$ cat src/rtl/key_conditioner.sv
// key_conditioner: per-channel polarity normalisation, synchronizer, counter debouncer and
// registered press/release pulses. Optional auto-repeat on held keys via KEY_COND_AUTOREPEAT_EN.
module key_conditioner #(
    parameter int WIDTH           = 4,
    parameter int SYNC_STAGES     = 2,
    parameter int DEBOUNCE_CYCLES = 16,
    parameter bit ACTIVE_LOW      = 1'b1,
    parameter int REPEAT_DELAY    = 32,
    parameter int REPEAT_PERIOD   = 8
) (
    input  logic             clk,
    input  logic             reset,
    input  logic [WIDTH-1:0] data_in,
    output logic [WIDTH-1:0] level_out,
    output logic [WIDTH-1:0] press_pulse,
    output logic [WIDTH-1:0] release_pulse
);

    localparam int              CNT_W   = (DEBOUNCE_CYCLES > 1) ? $clog2(DEBOUNCE_CYCLES) : 1;
    localparam logic [CNT_W-1:0] CNT_MAX = CNT_W'(DEBOUNCE_CYCLES - 1);

`ifdef KEY_COND_AUTOREPEAT_EN
    localparam int RPT_SPAN = (REPEAT_DELAY > REPEAT_PERIOD) ? REPEAT_DELAY : REPEAT_PERIOD;
    localparam int RPT_W    = (RPT_SPAN > 1) ? $clog2(RPT_SPAN) : 1;
    // Down-counter reload values: a pulse fires when the counter has reached zero.
    localparam logic [RPT_W-1:0] RPT_DELAY_LD  = RPT_W'(REPEAT_DELAY - 1);
    localparam logic [RPT_W-1:0] RPT_PERIOD_LD = RPT_W'(REPEAT_PERIOD - 1);
`else
    // Repeat parameters have no function without the auto-repeat build.
    localparam int unused_repeat_cfg = REPEAT_DELAY + REPEAT_PERIOD;
`endif

    logic [WIDTH-1:0] w_norm;

    assign w_norm = ACTIVE_LOW ? ~data_in : data_in;

    for (genvar g = 0; g < WIDTH; g++) begin : g_ch
        logic [SYNC_STAGES-1:0] r_sync;
        logic                   r_stable;
        logic [CNT_W-1:0]       r_cnt;
        logic                   r_press;
        logic                   r_release;
        logic                   w_sync;
        logic                   w_accept;
        logic                   w_rise;
        logic                   w_fall;

        assign w_sync   = r_sync[SYNC_STAGES-1];
        assign w_accept = (w_sync != r_stable) && (r_cnt == CNT_MAX);
        assign w_rise   = w_accept &  w_sync;
        assign w_fall   = w_accept & ~w_sync;

        // NOTE: all state here uses non-blocking assignments so every flop samples pre-edge values.
        always_ff @(posedge clk) begin
            if (reset) begin
                // NOTE: sync flops clear to the normalised inactive value, so an idle pin yields no pulse.
                r_sync    <= '0;
                r_stable  <= 1'b0;
                r_cnt     <= '0;
                r_release <= 1'b0;
            end else begin
                r_sync <= {r_sync[SYNC_STAGES-2:0], w_norm[g]};
                if (w_sync == r_stable) begin
                    r_cnt <= '0;
                end else if (w_accept) begin
                    r_stable <= w_sync;
                    r_cnt    <= '0;
                end else begin
                    r_cnt <= r_cnt + 1'b1;
                end
                r_release <= w_fall;
            end
        end

`ifdef KEY_COND_AUTOREPEAT_EN
        logic [RPT_W-1:0] r_rpt;
        logic             w_repeat;

        // A release edge suppresses any repeat that would coincide with it.
        assign w_repeat = r_stable && !w_fall && (r_rpt == '0);

        always_ff @(posedge clk) begin
            if (reset) begin
                r_rpt   <= '0;
                r_press <= 1'b0;
            end else begin
                if (w_rise) begin
                    r_rpt <= RPT_DELAY_LD;
                end else if (!r_stable || w_fall) begin
                    r_rpt <= '0;
                end else if (w_repeat) begin
                    r_rpt <= RPT_PERIOD_LD;
                end else begin
                    r_rpt <= r_rpt - 1'b1;
                end
                r_press <= w_rise | w_repeat;
            end
        end
`else
        always_ff @(posedge clk) begin
            if (reset) begin
                r_press <= 1'b0;
            end else begin
                r_press <= w_rise;
            end
        end
`endif

        assign level_out[g]     = r_stable;
        assign press_pulse[g]   = r_press;
        assign release_pulse[g] = r_release;
    end

endmodule

$ cat config.mk
export PLATFORM = sky130hd
export DESIGN_NAME = key_conditioner
export DESIGN_NICKNAME = d
export VERILOG_FILES = /design/src/rtl/key_conditioner.sv
export SDC_FILE = /design/constraint.sdc
export NUM_CORES = 1
export LEC_CHECK = 0
export ABC_CLOCK_PERIOD_IN_PS = 1050
export BUFFER_PORTS_ARGS = -buffer_cell sky130_fd_sc_hd__buf_2
export CORE_ASPECT_RATIO = 1.2
export CORE_MARGIN = 2
export CORE_UTILIZATION = 49
export CTS_CLUSTER_DIAMETER = 50
export DETAILED_ROUTE_END_ITERATION = 10
export PLACE_DENSITY = 0.82
export SETUP_SLACK_MARGIN = 0.15
export SLEW_MARGIN = 20
export SYNTH_ARGS = -nofsm -noshare
export SYNTH_HDL_FRONTEND = slang
export SYNTH_SLANG_ARGS = --single-unit
$ cat constraint.sdc
create_clock -name clk -period 1.05 [get_ports clk]
set_clock_uncertainty 0.05 [all_clocks]
set_input_delay 0.0525 -clock clk [delete_from_list [all_inputs] [get_ports clk]]
set_output_delay 0.0525 -clock clk [all_outputs]
set_load 0.1 [all_outputs]
==> impl_metrics.tcl, run 1 <==
set metrics [dict create \
    viasPerCell 4.79 \
    start_util_pct 52.2 \
    place_inst 165 \
    instances_no_fill 192 \
    synth_cells 123 \
    grt_overflow_total 0 \
    clock-sinks 36 \
    holdWs_ns 0.0837 \
    syn_area_sq_um 1330 \
    dieArea_sq_um 3150 \
    layout_setup_ws_ns -0.0223 \
    synth.distinct_cells 14 \
    slowest_stage "dfxtp_4" \
    ys_ff_latch 36 \
    synthFlopType "dfxtp_1" \
    numPortBuffers 17 \
    syn_area_per_cell_sq_um 10.8 \
    yosysTopAreaCellShare_pct 54.1 \
    clkTransAtPathRegs_ns 0.10 \
    maxUsedRoutingLayer "met4" \
    ioPinCount 18 \
    grt_antenna_before_repair 0 \
    grt_first_pass_wirelength_um 4400 \
    cts_tree "done" \
    async_flop_share_pct 0 \
    rsz0062_at_grt "yes" \
    vias 920 \
    finish.utilization_pct 83.6 \
    first_pass_iters 4 \
    grt_max_degree 12 \
    die_y_um 61.1 \
    hold_viol_final 0 \
    post_drt_wl_per_cell_um 15.5 \
    crit_chain "buf_6 > buf_12" \
    ant_nets 0 \
    clk-insertion-delay-late_ns 0.33 \
    seq_area_frac_synth_pct 54.1 \
    reg2regPathDepth 4 \
    gp_congestion 0.730 \
    die_width_um 51.6 \
    area_growth_pct 60.1 \
    drv_slew 0 \
    worstMarginPinSlew_ns 0.363 \
    slowest_delay_ns 0.37 \
    drt_wl_total_um 2980 \
    cp-end-kind "output port" \
    yosys-top-cells-area "dfxtp_1 54%, buf_4 6.8%, nor2_1 6.8%" \
    cp-start-kind "flop" \
    cts_buffer_depth 2 \
    route.layer.met1.wl_um 1050 \
    required_ns 0.95 \
    crit_type "flop to output port" \
    worstPathMaxFanout 2 \
    drc 0 \
    wl_met3_um 93 \
    grt_pass1_vias 967 \
    status "finished, violations left" \
    grtUsageTotal_pct 19.6 \
    setup_violations 6 \
    hpwl_um 1570 \
    synth_edf_count 0 \
    final_nets 168 \
    fmax_mhz 933 \
    route.met2.wl_um 1780 \
    synth.most_common_cell "dfxtp_1" \
    drt_iter0_drc 8 \
    drv_cap 0 \
    synth_fp_nets 133 \
    yosysWarnings 0 \
    p_total_mw 2.56 \
    clockRootBuffer "clkbuf_4" \
    fp.coreArea_sq_um 2550 \
    diodes 0 \
    max_slew_margin_pct 75.7 \
    std_cell_rows 20 \
    arrival_ns 0.97 \
    fin_crit_ns 1.07 \
    fin_crit_sh_pct 102 \
    yosysTopAreaCell "dfxtp_1" \
    numCtsBuffers 5 \
    hold_depth 4 \
    powerDensity_nw_per_um2 1200 \
    drive_gt1_share_pct 62.3 \
    h-tree-depth 2 \
    synthTopCellsByCount "36 x dfxtp_1, 24 x nor2_1, 12 x buf_4" \
    p_leak_nw 0.799 \
    nFillCells 143 \
    peakVddDrop_uv 1760 \
    place_ws_ns 0.0459 \
    violations "negative setup slack" \
    min_path_type "primary input to flop" \
]
==> power breakdown <==
group	total [mW]	switching, mW	leakage [nW]	internal (mW)
Clock	1.07	0.435	0.0515	0.632
Combinational	0.0993	0.0489	0.443	0.0504
Sequential	1.40	0.0197	0.304	1.38
Total	2.56	0.503	0.799	2.06
==> worst paths after layout <==
| kind | from | to | slack (ns) |
|---|---|---|---|
| hold / removal | reset | g_ch[1].r_cnt[1] | 0.08 |
| setup reg to reg | g_ch[1].r_cnt[1] | g_ch[1].r_stable | -0.02 |
| setup / recovery | g_ch[3].r_stable | level_out[3] | -0.02 |
| hold reg to reg | g_ch[0].r_sync[0] | g_ch[0].r_sync[1] | 0.40 |
==> per-layer routing <==
layer	vias to the layer above	global-route usage [%]
met3	7	5.34
met2	25	38.1
li1	456	-
met1	432	18.8
met4	0	10.2
met5	-	0
==> worst max-delay path: cells and delay by family, from the launching register on <==
| family | cells | cell delay (ns) |
|---|---|---|
| buffers and inverters | 2 | 0.27 |
| DFF | 1 | 0.37 |
==> kinds of logic (layout without fill, tap and decap cells) <==
family / count (synthesis) / in the layout / share of synthesized area, %
muxes: 4 / 4 / 3.00
and+or+nand+nor: 48 / 48 / 21.4
DFF: 36 / 36 / 54.1
xor gates and xnor gates: 12 / 12 / 7.89
buffers and inverters: 19 / 55 / 9.86
adders and majority gates: 4 / 4 / 3.76
==> flip-flops by register name, summed over array words and instances, names as in the netlist <==
name,flops
g_ch.r_stable,4
g_ch.r_cnt,16
g_ch.r_release,4
g_ch.r_sync,8
g_ch.r_press,4
==> timing repair <==
action | CTS | global route
gates resized for setup | 28 | 16
pin swaps | 12 | 10
buffers inserted | 10 | 4
hold buffers | 5 | 0
hold endpoints to repair | 8 | 0
setup endpoints to repair | 40 | 40
==> placed cells by master, fill, tap and decap left out, types with 3 or more instances in the layout <==
master	instances
nand3_1	4
dfxtp_4	3
dlygate4sd3_1	5
nor4b_2	4
xor2_2	4
buf_6	9
mux2i_1	4
dfxtp_2	20
nor2_1	19
buf_2	5
ha_4	4
nor4b_4	4
nand3_4	6
buf_4	11
nor2_2	5
nor2b_1	4
dfxtp_1	13
buf_12	12
xor2_1	3
clkbuf_4	5
inv_1	4
xnor2_1	4
==> area by class of cell <==
| cell class | instances | area [sq um] | area share, % |
|---|---|---|---|
| clock buffer | 7 | 65.1 | 3.05 |
| clock inverter | 1 | 30.0 | 1.41 |
| inverter | 5 | 18.8 | 0.880 |
| multi-input combinational | 68 | 722 | 33.8 |
| sequential | 36 | 757 | 35.5 |
| tap | 33 | 41.3 | 1.94 |
| timing repair buffer | 42 | 499 | 23.4 |
==> through the flow <==
step                      area, sq um  setup TNS (ns)
after floorplan                  1470               0
after global placement           1710               0
after detailed placement         1710               0
after CTS                        2010          -0.114
after global routing             2130          -0.748
final                            2130          -0.110
(Power assumes the default switching activity.)
==> inputs of run 2 (changes only) <==
--- a/config.mk
+++ b/config.mk
@@ -5,14 +5,16 @@
 export SDC_FILE = /design/constraint.sdc
 export NUM_CORES = 1
 export LEC_CHECK = 0
-export ABC_CLOCK_PERIOD_IN_PS = 1050
+export ABC_AREA = 1
+export ABC_CLOCK_PERIOD_IN_PS = 1100
 export BUFFER_PORTS_ARGS = -buffer_cell sky130_fd_sc_hd__buf_2
 export CORE_ASPECT_RATIO = 1.2
 export CORE_MARGIN = 2
-export CORE_UTILIZATION = 49
+export CORE_UTILIZATION = 50
 export CTS_CLUSTER_DIAMETER = 50
 export DETAILED_ROUTE_END_ITERATION = 10
-export PLACE_DENSITY = 0.82
+export GPL_ROUTABILITY_DRIVEN = 0
+export PLACE_DENSITY = 0.8
 export SETUP_SLACK_MARGIN = 0.15
 export SLEW_MARGIN = 20
 export SYNTH_ARGS = -nofsm -noshare
==> constraint.sdc (replaced) <==
create_clock -name clk -period 1.1 [get_ports clk]
set_clock_uncertainty 0.05 [all_clocks]
set_input_delay 0.055 -clock clk [delete_from_list [all_inputs] [get_ports clk]]
set_output_delay 0.055 -clock clk [all_outputs]
set_load 0.1 [all_outputs]
==> impl_metrics.tcl, run 2 <==
set metrics [dict create \
    post_drt_wl_per_cell_um 11.2 \
    violations "negative setup slack" \
    max_slew_margin_pct 81.6 \
    hpwl_um 1750 \
    vias 1114 \
    pwr-share-clk_pct 33.5 \
    synth.distinct_cells 18 \
    ant_nets 0 \
    clockRootBuffer "clkbuf_4" \
    nFillCells 204 \
    grt_first_pass_wirelength_um 4460 \
    numPortBuffers 17 \
    required_ns 1.30 \
    powerDensity_nw_per_um2 1060 \
    drv_cap 0 \
    worstPathMaxFanout 4 \
    seqPwrFrac_pct 62.5 \
    crit_type "flop to flop" \
    cp-start-kind "flop" \
    synth_top_family_by_area "simple AND/OR/NAND/NOR gates" \
    fmax_mhz 849 \
    rsz0062_at_grt "yes" \
    crit_family "simple AND/OR/NAND/NOR gates" \
    slowest_delay_ns 0.37 \
    grt_antenna_before_repair 0 \
    grt_max_degree 13 \
    numCtsBuffers 5 \
    grt_overflow_total 0 \
    mostFrequentLayoutCells "24 x inv_1, 24 x nand2_1, 19 x nor2_1" \
    cts_tree "done" \
    path_buf_inv 0 \
    worstReg2RegStart "g_ch[1].r_cnt[0]" \
    synthFlopType "dfxtp_1" \
    area_growth_pct 41.5 \
    fin_crit_ns 1.18 \
    drive_gt1_share_pct 43.8 \
    start_util_pct 51.6 \
    p_sw_mw 0.463 \
    p_sw_share_pct 22.0 \
    async_flop_share_pct 0 \
    p_total_mw 2.11 \
    seq_area_frac_synth_pct 51.1 \
    syn_area_sq_um 1410 \
    p_leak_nw 0.908 \
    drt_wl_total_um 2560 \
    diodes 0 \
    yosysTopAreaCell "dfxtp_1" \
    final_nets 203 \
    yosysWarnings 0 \
    drt_iter0_drc 32 \
    yosysTopAreaCellShare_pct 51.1 \
    drv_slew 0 \
    yosys.area_share.simple_pct 28.7 \
    synthMuxAreaShare_pct 0 \
    synth.most_common_cell "dfxtp_1" \
    worstMarginPinSlew_ns 0.275 \
    clock-sinks 36 \
    top_regs "g_ch.r_cnt: 16 flops, g_ch.r_sync: 8 flops" \
    first_pass_iters 4 \
    worstSetupStartpoint "g_ch[1].r_cnt[0]" \
    slowest_stage "dfxtp_4" \
    status "finished, violations left" \
    min-delay-start "reset" \
    intPower_mw 1.65 \
    synth_fp_nets 177 \
    hold_viol_final 0 \
    viasPerCell 4.89 \
    top_register "g_ch.r_cnt" \
    synth_cells 167 \
    cp-end-kind "flop" \
    synth_xor_area_share_pct 2.48 \
    ys_ff_latch 36 \
    setup_violations 4 \
    fp.coreArea_sq_um 2730 \
    synthTopCellsByCount "36 x dfxtp_1, 32 x nand2_1, 25 x nor2_1" \
    cts_buffer_depth 2 \
    h-tree-depth 2 \
    arrival_ns 1.38 \
    synthAdderAreaFrac_pct 3.55 \
    combPwrFrac_pct 4.0 \
    ioPinCount 18 \
    grt_pass1_vias 1136 \
    fin_crit_sh_pct 107 \
    peakVddDrop_uv 960 \
    largest_reg_flops 16 \
    yosys-top-cells-area "dfxtp_1 51%, nand2_1 8.5%, nor2_1 6.7%" \
    std_cell_rows 21 \
    grtUsageTotal_pct 18.0 \
    die_width_um 52.5 \
    instances_no_fill 228 \
    drc 0 \
    min_path_type "primary input to flop" \
    place_ws_ns -0.0599 \
    synth_edf_count 0 \
    clkTransAtPathRegs_ns 0.10 \
    place_inst 206 \
    crit_chain "ha_4 > nand2_4 > nor2_4 > nand3b_1 > nor2_1" \
    syn_area_per_cell_sq_um 8.44 \
    clk-insertion-delay-late_ns 0.32 \
    dieArea_sq_um 3260 \
    die_y_um 62.2 \
    finalSetupTns_ns -0.168 \
    synth_compound_area_share_pct 0 \
    layout_setup_ws_ns -0.0772 \
]
==> run 2: cell types whose count changed in the layout (fill, tap and decap cells not counted), moves of 5 or more <==
cell / delta
buf_6: -8
dfxtp_2: -8
dfxtp_4: +5
inv_1: +20
nand2_1: +24
nand3_4: -6
nand4_1: +8
nor2_4: +5
==> run 2: worst register-to-register path, cell delays in order (launching register included) <==
cell and delay, ns:
dfxtp_4 0.37, ha_4 0.17, nand2_4 0.07, nor2_4 0.04, nand3b_1 0.23, nor2_1 0.18
==> run 2: power by group through the flow <==
stage	logic [mW]	clock network (mW)	registers [mW]
2_1_floorplan	0.0444	0	1.36
3_3_place_gp	0.0577	0	1.36
6_report	0.0846	0.706	1.32
4_1_cts	0.0784	0.732	1.32
3_5_place_dp	0.0619	0	1.37
5_1_grt	0.0940	0.787	1.32
==> run 2: worst paths after layout <==
check | endpoint | slack (ns) | cells after the start
setup / recovery | g_ch[1].r_cnt[3] | -0.08 | 5
hold / removal | g_ch[2].r_release | 0.07 | 3
setup reg to reg | g_ch[1].r_cnt[3] | -0.08 | 5
hold reg to reg | g_ch[2].r_sync[1] | 0.36 | 2
==> run 2: kinds of logic after synthesis <==
logic type    Yosys count
xor+xnor                4
fa+ha+maj               4
buf+inv                39
flops                  36
simple gates           84
==> run 2: layout make-up <==
cell class	instances	area [sq um]	share of cell area (%)
clock inverters	2	10.0	0.502
multi-input cells	92	633	31.7
flip-flops and latches	36	766	38.4
inverters	25	93.8	4.70
well taps	34	42.5	2.13
clock buffers	6	51.3	2.57
repair buffers	33	399	20.0
==> run 2: per-layer routing <==
metal / track usage [%] / vias to the layer above / wire (um) / share of wire (%)
met1: 17.1 / 510 / 949 / 37
met4: 10.3 / 0 / 77 / 3.0
met2: 33.1 / 33 / 1430 / 56
met3: 4.33 / 11 / 107 / 4.2
met5: 0 / - / 0 / 0
li1: - / 560 / - / -
==> run 2: per-stage QoR <==
step	hold WS, ns	cell area (sq um)	utilization [%]
floorplan	0.0759	1490	-
global placement	0.161	1710	62.5
detailed placement	0.163	1710	62.5
CTS	0.0426	1930	70.7
global route	0.0620	2000	73.0
finish	0.0700	2000	73.0
==> run 2: timing repair <==
item | in CTS | in global routing
hold buffers | 4 | 0
buffers inserted | 8 | 2
pin swaps | 5 | 6
endpoints found under the setup margin | 40 | 40
gates resized for setup | 26 | 14
hold endpoints to repair | 4 | 0
==> inputs of run 3 (changes only) <==
--- a/config.mk
+++ b/config.mk
@@ -6,7 +6,7 @@
 export NUM_CORES = 1
 export LEC_CHECK = 0
 export ABC_AREA = 1
-export ABC_CLOCK_PERIOD_IN_PS = 1100
+export ABC_CLOCK_PERIOD_IN_PS = 1200
 export BUFFER_PORTS_ARGS = -buffer_cell sky130_fd_sc_hd__buf_2
 export CORE_ASPECT_RATIO = 1.2
 export CORE_MARGIN = 2
==> constraint.sdc (replaced) <==
create_clock -name clk -period 1.2 [get_ports clk]
set_clock_uncertainty 0.05 [all_clocks]
set_input_delay 0.06 -clock clk [delete_from_list [all_inputs] [get_ports clk]]
set_output_delay 0.06 -clock clk [all_outputs]
set_load 0.1 [all_outputs]
==> impl_metrics.tcl, run 3 (synthesized netlist as in run 2, its figures left out) <==
set metrics [dict create \
    post_drt_wl_per_cell_um 11.9 \
    largest_reg_flops 16 \
    grtUsageTotal_pct 18.9 \
    required_ns 1.43 \
    fin_crit_sh_pct 91.9 \
    peakVddDrop_uv 849 \
    worstMarginPinSlew_ns 0.275 \
    drt_wl_total_um 2730 \
    status "finished clean" \
    arrival_ns 1.34 \
    cts_tree "done" \
    top_register "g_ch.r_cnt" \
    crit_chain "ha_4 > nand2_4 > nor2_4 > nand3b_1 > nor2_1" \
    regArea_sq_um 749 \
    slowest_stage "dfxtp_2" \
    grt_overflow_total 0 \
    min_path_type "primary input to flop" \
    slowest_delay_ns 0.35 \
    grt_first_pass_wirelength_um 4580 \
    grt_max_degree 13 \
    hold_viol_final 0 \
    crit_family "simple AND/OR/NAND/NOR gates" \
    nFillCells 212 \
    numCtsBuffers 5 \
    rsz0062_at_grt "yes" \
    die_y_um 62.2 \
    std_cell_rows 21 \
    numPortBuffers 17 \
    crit_type "flop to flop" \
    fmax_mhz 907 \
    fin_crit_ns 1.10 \
    max_slew_margin_pct 81.6 \
    clk-insertion-delay-late_ns 0.34 \
    finalSetupTns_ns 0 \
    start_util_pct 51.6 \
    clock-sinks 36 \
    top_regs "g_ch.r_cnt: 16 flops, g_ch.r_sync: 8 flops" \
    hpwl_um 1610 \
    first_pass_iters 4 \
    multiInputGateArea_sq_um 618 \
    drv_slew 0 \
    die_width_um 52.5 \
    diodes 0 \
    setup_violations 0 \
    cp-start-kind "flop" \
    clockRootBuffer "clkbuf_4" \
    ant_nets 0 \
    final_common_cell "nand2_1" \
    vias 1106 \
    viasPerCell 4.83 \
    powerDensity_nw_per_um2 1020 \
    drc 0 \
    drv_cap 0 \
    holdWs_ns 0.0608 \
    path_buf_inv 0 \
    dieArea_sq_um 3260 \
    p_leak_nw 0.878 \
    h-tree-depth 2 \
    drt_iter0_drc 23 \
    ioPinCount 18 \
    grt_antenna_before_repair 0 \
    area_growth_pct 36.6 \
    worstPathMaxFanout 4 \
    cp-end-kind "flop" \
    mostFrequentLayoutCells "26 x nand2_1, 24 x inv_1, 23 x dfxtp_1" \
    clkTransAtPathRegs_ns 0.11 \
    cts_buffer_depth 2 \
    fp.coreArea_sq_um 2730 \
    final_nets 204 \
    drive_gt1_share_pct 38.5 \
    grt_pass1_vias 1096 \
]
run 3: worst register-to-register path, cell delays in order, from the launching register on:
cell	delay, ns
dfxtp_2	0.35
ha_4	0.17
nand2_4	0.07
nor2_4	0.04
nand3b_1	0.22
nor2_1	0.16
run 3: what timing repair did:
action                     in CTS  in global routing
resized for setup              42                 22
setup endpoints to repair      38                 35
hold endpoints to repair        4                  0
buffers inserted               11                  1
cloned                          0                  0
pin swaps                      12                  6
hold buffers                    4                  0
run 3: final cells by class:
class,instances,share of cell area (%)
repair buffers,34,18.8
flip-flops and latches,36,38.9
well taps,34,2.21
clock buffers,8,3.05
multi-input cells,92,32.1
inverters,25,4.87
run 3: report_power, final:
part / internal (mW) / switching (mW)
clock: 0.289 / 0.386
combinational: 0.0360 / 0.0434
sequential: 1.20 / 0.0124
run 3: worst paths after layout:
check | startpoint | end | slack (ns) | cells past startpoint
setup / recovery | g_ch[1].r_cnt[0] | g_ch[1].r_cnt[3] | 0.1 | 5
hold / removal | reset | g_ch[3].r_release | 0.06 | 3
hold reg to reg | g_ch[3].r_sync[0] | g_ch[3].r_sync[1] | 0.35 | 2
setup reg to reg | g_ch[1].r_cnt[0] | g_ch[1].r_cnt[3] | 0.1 | 5
run 3: through the flow:
step                      setup WS [ns]  instance area (sq um)  utilization [%]  power, mW  cells
after floorplan                   0.154                   1420                -       1.29    167
after global placement            0.102                   1510             55.3       1.30    205
after detailed placement         0.0390                   1510             55.3       1.30    205
after CTS                        0.0904                   1840             67.4       1.99    228
after global routing             0.0515                   1930             70.5       2.04    229
final                            0.0969                   1930             70.5       1.97    229
run 3: metal layers:
metal	track usage, %	up-vias	share of wire, %	routed length (um)
li1	-	557	-	-
met1	19.8	521	37	1010
met2	32.8	22	57	1550
met3	6.73	6	4.3	117
met4	7.69	0	1.9	52
met5	0	-	0	0
